$ cat src/rtl/timer_regs.sv
// Timer IP register bank: TCR/TDR/TCMP/TIER/TISR, prescaler, 64-bit counter and level interrupt.
// Read data and TCR write error are combinational within the access cycle.
module timer_regs #(
   parameter int unsigned ADDR_W  = 13,
   parameter int unsigned DIV_MAX = 8
) (
   input  logic              clk,
   input  logic              rst,
   input  logic              wr_en,
   input  logic              rd_en,
   input  logic [ADDR_W-1:0] reg_addr,
   input  logic [31:0]       reg_wdata,
   input  logic [3:0]        reg_wstrb,
   output logic [31:0]       reg_rdata,
   output logic              reg_error,
   output logic              tim_int
);

   logic [ADDR_W-3:0] word;
   logic sel_tcr, sel_tdr0, sel_tdr1, sel_tcmp0, sel_tcmp1, sel_tier, sel_tisr;

   logic        timer_en_q, timer_en_d;
   logic        div_en_q, div_en_d;
   logic [3:0]  div_val_q, div_val_d;
   logic [7:0]  cnt_div_q, cnt_div_d;
   logic [63:0] cnt_q, cnt_d;
   logic [63:0] cmp_q, cmp_d;
   logic        int_en_q, int_en_d;
   logic        int_st_q, int_st_d;

   logic [7:0]  div_lim;
   logic        tick;
   logic        tcr_err;
   logic        w1c;
   logic [31:0] rd_mux;
   logic        unused_addr;

   function automatic logic [31:0] merge(input logic [31:0] old, input logic [31:0] wd,
                                         input logic [3:0] strb);
      logic [31:0] res;
      for (int i = 0; i < 4; i++) begin
         res[8*i +: 8] = strb[i] ? wd[8*i +: 8] : old[8*i +: 8];
      end
      return res;
   endfunction

   assign unused_addr = ^reg_addr[1:0];
   assign word        = reg_addr[ADDR_W-1:2];
   assign sel_tcr     = (word == (ADDR_W-2)'(0));
   assign sel_tdr0    = (word == (ADDR_W-2)'(1));
   assign sel_tdr1    = (word == (ADDR_W-2)'(2));
   assign sel_tcmp0   = (word == (ADDR_W-2)'(3));
   assign sel_tcmp1   = (word == (ADDR_W-2)'(4));
   assign sel_tier    = (word == (ADDR_W-2)'(5));
   assign sel_tisr    = (word == (ADDR_W-2)'(6));

   assign tcr_err   = wr_en & sel_tcr & reg_wstrb[1] & ({28'd0, reg_wdata[11:8]} > DIV_MAX);
   assign reg_error = tcr_err & ~rst;

   assign div_lim = 8'((9'd1 << div_val_q) - 9'd1);
   assign tick    = timer_en_q & (~div_en_q | (cnt_div_q == div_lim));
   assign w1c     = wr_en & sel_tisr & reg_wstrb[0] & reg_wdata[0];
   assign tim_int = int_en_q & int_st_q & ~rst;

   always_comb begin
      rd_mux = 32'd0;
      if (sel_tcr)   rd_mux = {20'd0, div_val_q, 6'd0, div_en_q, timer_en_q};
      if (sel_tdr0)  rd_mux = cnt_q[31:0];
      if (sel_tdr1)  rd_mux = cnt_q[63:32];
      if (sel_tcmp0) rd_mux = cmp_q[31:0];
      if (sel_tcmp1) rd_mux = cmp_q[63:32];
      if (sel_tier)  rd_mux = {31'd0, int_en_q};
      if (sel_tisr)  rd_mux = {31'd0, int_st_q};
   end

   assign reg_rdata = (rd_en & ~wr_en & ~rst) ? rd_mux : 32'd0;

   always_comb begin
      timer_en_d = timer_en_q;
      div_en_d   = div_en_q;
      div_val_d  = div_val_q;
      if (wr_en & sel_tcr & ~tcr_err) begin
         if (reg_wstrb[0]) begin
            timer_en_d = reg_wdata[0];
            div_en_d   = reg_wdata[1];
         end
         if (reg_wstrb[1]) div_val_d = reg_wdata[11:8];
      end

      if (!timer_en_q || !div_en_q) cnt_div_d = 8'd0;
      else if (cnt_div_q == div_lim) cnt_div_d = 8'd0;
      else cnt_div_d = cnt_div_q + 8'd1;

      // CPU write wins over a tick; unwritten lanes keep the pre-tick value
      cnt_d = tick ? cnt_q + 64'd1 : cnt_q;
      if (wr_en && (sel_tdr0 || sel_tdr1)) begin
         cnt_d = cnt_q;
         if (sel_tdr0) cnt_d[31:0]  = merge(cnt_q[31:0], reg_wdata, reg_wstrb);
         if (sel_tdr1) cnt_d[63:32] = merge(cnt_q[63:32], reg_wdata, reg_wstrb);
      end

      cmp_d = cmp_q;
      if (wr_en && sel_tcmp0) cmp_d[31:0]  = merge(cmp_q[31:0], reg_wdata, reg_wstrb);
      if (wr_en && sel_tcmp1) cmp_d[63:32] = merge(cmp_q[63:32], reg_wdata, reg_wstrb);

      int_en_d = int_en_q;
      if (wr_en && sel_tier && reg_wstrb[0]) int_en_d = reg_wdata[0];

      int_st_d = (cnt_q == cmp_q) | (int_st_q & ~w1c);
   end

   always_ff @(posedge clk) begin
      if (rst) begin
         timer_en_q <= 1'b0;
         div_en_q   <= 1'b0;
         div_val_q  <= 4'd1;
         cnt_div_q  <= 8'd0;
         cnt_q      <= 64'd0;
         cmp_q      <= {64{1'b1}};
         int_en_q   <= 1'b0;
         int_st_q   <= 1'b0;
      end else begin
         timer_en_q <= timer_en_d;
         div_en_q   <= div_en_d;
         div_val_q  <= div_val_d;
         cnt_div_q  <= cnt_div_d;
         cnt_q      <= cnt_d;
         cmp_q      <= cmp_d;
         int_en_q   <= int_en_d;
         int_st_q   <= int_st_d;
      end
   end

endmodule

$ cat config.mk
export PLATFORM = sky130hd
export DESIGN_NAME = timer_regs
export DESIGN_NICKNAME = d
export VERILOG_FILES = /design/src/rtl/timer_regs.sv
export SDC_FILE = /design/constraint.sdc
export NUM_CORES = 1
export LEC_CHECK = 0
export BUFFER_PORTS_ARGS = -buffer_cell sky130_fd_sc_hd__buf_2
export CORE_MARGIN = 2
export CORE_UTILIZATION = 35
export CTS_BUF_LIST = sky130_fd_sc_hd__clkbuf_2 sky130_fd_sc_hd__clkbuf_4 sky130_fd_sc_hd__clkbuf_8
export CTS_CLUSTER_DIAMETER = 200
export DETAILED_ROUTE_END_ITERATION = 7
export PLACE_DENSITY_LB_ADDON = 0.12
export SYNTH_ARGS = -nofsm -noshare
export SYNTH_HDL_FRONTEND = slang
export SYNTH_SLANG_ARGS = --single-unit
$ cat constraint.sdc
create_clock -name clk -period 8.3 [get_ports clk]
set_input_delay 0.415 -clock clk [delete_from_list [all_inputs] [get_ports clk]]
set_output_delay 0.415 -clock clk [all_outputs]
set_load 0.02 [all_outputs]
==> impl_results.md <==
* Lkg Pwr at 3.10 nW
* Final Max Slew Viols at 0
* Final ANT Viol Nets at 0
* Vias per cell at 6.30
* Vias in the first global route at 9574
* Hold WC Path Type: in2reg
* Fin nets at 1357
* Least-Margin Pin Slew at 1.02 ns
* Ports at 87
* DP Wirelength at 27.6 mm
* Worst EP arrival at 4.01 ns
* Non-Filler Instances at 1655
* Final WS setup at 4.67 ns
* Synth Flop Type: dfxtp_1
* WS Path Type: reg2reg
* Pre-antenna DRT Iters at 6
* FF/Latch Area at 2880 um^2
* Vias at 10432
* # DRC at 0
* Ys Warns at 0
* Dpl cell area at 10000 um^2
* Htree depth at 4
* Final setup violating endpoints at 0
* Tot Pwr at 0.00131 W
* Post-synth EDFFs at 0
* Seq pwr share at 52.7%
* Worst-Skew Late Latency at 0.47 ns
* Clk pin slew, worst setup/hold paths at 0.09 ns
* Most frequent cells in the layout: nand2_1, dfxtp_1, a21oi_1
* Async S/R FF share, synth at 0%
* Tmin final at 3.63 ns
* Switching part of the total at 27.8%
* Place WS at 4.67 ns
* CTS Buf Count at 17
* Reg2reg end: cnt_q[36]$_SDFFE_PP0P_
* Synth area leaders: dfxtp_1, nand2_1, a22oi_1, a21oi_1, nand3_1
* DR WL/cell at 24.2 um
* Critical-path cell list: nor2_1 > nand3_1 > ha_1 > xor2_1 > xnor2_1 > nand4_1 > a2111oi_0 > nor3_4 > buf_4 > or3_1 > o21ai_1
* Clock share of power at 42.3%
* Multi-input gate area at 6060 um^2
* Setup TNS at 0 ns
* Mapped Nets at 1351
* # Max-Cap Violations at 0
* # hold bufs at CTS at 0
* FF-to-FF setup slack at 4.67 ns
* Leading area contributor after synthesis: dfxtp_1
* Synth cell types at 77
* CP required at 8.69 ns
* Clk sinks at 144
* Sequential area share after synthesis at 30.3%
* Largest net degree at the start of global routing at 62
* Mapped Area at 9520 um^2
* Worst Skew at 0.0181 ns
* Num rows at 60
* Crit path from: div_val_q[2]$_SDFFE_PP0P_
* Unrepaired setup endpoints after global routing: no
* DR iter-0 viols at 1145
* Layout cells sized above 1 at 12.3%
* Crit path max fanout at 34
* Clock root buffer: clkbuf_8
* CP Launch Type: register
* Clk buf depth at 2
* Reg2Reg Depth at 11
* Pwr/cell area at 126 nW/um^2
* CP peak stage delay at 0.73 ns
* Dpl cells at 1623
* CP Capture Type: register
* First-pass GRT wire length at 61.3 mm
* Routability cong. at 0.906
* Internal power at 0.000946 W
* Starting Density at 35.5%
* Post-Syn Instances at 1295
* Max Freq at 0.276 GHz
* Yosys reg bits at 144
* Die X at 169 um
* ANT cells at 0
* Final Cell Area at 10400 um^2
* Resized Gates After CTS at 0
* Critical path endpoint: cnt_q[36]$_SDFFE_PP0P_
* Fill count at 2871
* CP max-delay cell: a2111oi_0
* Chip height at 169 um
* Routed WL at 40.0 mm
* Area Overhead vs Synth at 9.25%
* TritonCTS clock tree: yes
* Average cell area after synthesis at 7.35 um^2
* Die ar. at 28500 um^2
* Final Hold Fails at 0
* Reg2reg start: div_val_q[2]$_SDFFE_PP0P_
* IO buf count at 84
* Post-synth top area share at 30.3%
* Grt total ovfl at 0
* Core area at 26800 um^2
* Combinational Power Share at 5.0%
* Post-CTS Setup Inserts at 0
* Most common cell after layout, fill and taps aside: nand2_1
* Total global-route track usage at 27.8%
* Status: completed
* Initial antenna violation count at 0
* Slew headroom at 31.9%
* NetSw at 0.000364 W
* Final period util at 43.7%
* Peak supply drop at 0.0843 mV
==> routing by layer <==
metal | share of wire [%] | global-route usage [%] | up-vias
li1 | - | - | 4820
met1 | 45 | 40.5 | 5070
met2 | 44 | 42.5 | 493
met3 | 8.6 | 5.00 | 49
met4 | 1.8 | 6.41 | 0
met5 | 0 | 0 | -
==> through the flow <==
step | hold slack, ns | util (%)
global route | 0.220 | 38.8
floorplan | 0.459 | -
CTS | 0.196 | 38.8
detailed placement | 0.493 | 37.4
global placement | 0.487 | 37.4
finish | 0.212 | 38.8
==> worst max-delay path: cells and delay by family (launching register included) <==
kind            cells  cell delay (ns)
simple gates        5             0.96
compound gates      2             0.91
flops               1             0.69
fa+ha+maj           1             0.34
xor+xnor            2             0.33
buf+inv             1             0.28
==> flip-flops by register name (all words and copies together) (netlist names) <==
| signal | count |
|---|---|
| cnt_div_q | 8 |
| div_val_q | 4 |
| cmp_q | 64 |
| int_en_q | 1 |
| timer_en_q | 1 |
| div_en_q | 1 |
| int_st_q | 1 |
| cnt_q | 64 |
==> layout make-up <==
type                            count  share of cell area [%]
Timing Repair Buffer              101                    5.27
Multi-Input combinational cell   1006                    58.3
Inverter                           31                    1.13
Sequential cell                   144                    27.7
Clock inverter                     10                   0.746
Tap cell                          341                    4.10
Clock buffer                       22                    2.79
==> cells in the mapped netlist (all sizes together) (3+ instances only) <==
| master | instances |
|---|---|
| nor3 | 28 |
| a211o | 3 |
| dfxtp | 144 |
| buf | 39 |
| a41oi | 4 |
| o32ai | 18 |
| a21oi | 102 |
| a21o | 3 |
| a31oi | 24 |
| nor4b | 5 |
| xor2 | 42 |
| nor2 | 92 |
| a221oi | 7 |
| o211a | 3 |
| xnor2 | 31 |
| o211ai | 20 |
| and3 | 21 |
| and2 | 12 |
| a22oi | 70 |
| nor2b | 5 |
| o21ai | 76 |
| a32oi | 5 |
| a211oi | 5 |
| nand4 | 32 |
| o22ai | 6 |
| or2 | 4 |
| nor4 | 27 |
| o311ai | 3 |
| or3 | 15 |
| inv | 31 |
| nand3 | 93 |
| and4 | 6 |
| a32o | 6 |
| nand2 | 168 |
| mux2i | 9 |
| a222oi | 6 |
| o221a | 7 |
| o31a | 5 |
| a22o | 3 |
| a221o | 3 |
| nor3b | 3 |
| nand4b | 3 |
| ha | 3 |
| clkbuf | 75 |
==> cells by family (layout without fill, tap and decap cells) <==
kind of cell	Yosys count	after routing	share of synthesized area [%]
fa+ha+maj	3	3	0.394
compound gates	401	401	28.3
simple gates	520	520	27.1
xor+xnor	73	73	6.71
mux	9	9	0.946
flops	144	144	30.3
buf+inv	145	164	6.18
==> power by group through the flow <==
stage / Clock [W] / Combinational [W] / Sequential, W
2_1_floorplan: 0 / 0.0000244 / 0.000707
3_5_place_dp: 0 / 0.0000638 / 0.000707
4_1_cts: 0.000562 / 0.0000639 / 0.000690
3_3_place_gp: 0 / 0.0000635 / 0.000707
5_1_grt: 0.000591 / 0.0000686 / 0.000690
6_report: 0.000554 / 0.0000651 / 0.000690
==> worst min path at each step <==
| stage | from | to | slack [ns] | depth (start not counted) |
|---|---|---|---|---|
| after floorplan | cnt_div_q[0]$_SDFF_PP0_ | cnt_div_q[0]$_SDFF_PP0_ | 0.46 | 1 |
| after global routing | reg_wdata[31] | cmp_q[63]$_SDFFE_PP1P_ | 0.22 | 3 |
| after CTS | reg_wdata[18] | cmp_q[18]$_SDFFE_PP1P_ | 0.20 | 3 |
| after global placement | int_st_q$_SDFF_PP0_ | int_st_q$_SDFF_PP0_ | 0.49 | 2 |
| after detailed placement | int_st_q$_SDFF_PP0_ | int_st_q$_SDFF_PP0_ | 0.49 | 2 |
| final | reg_wdata[18] | cmp_q[18]$_SDFFE_PP1P_ | 0.21 | 3 |
Power figures use the tool's default switching activity.
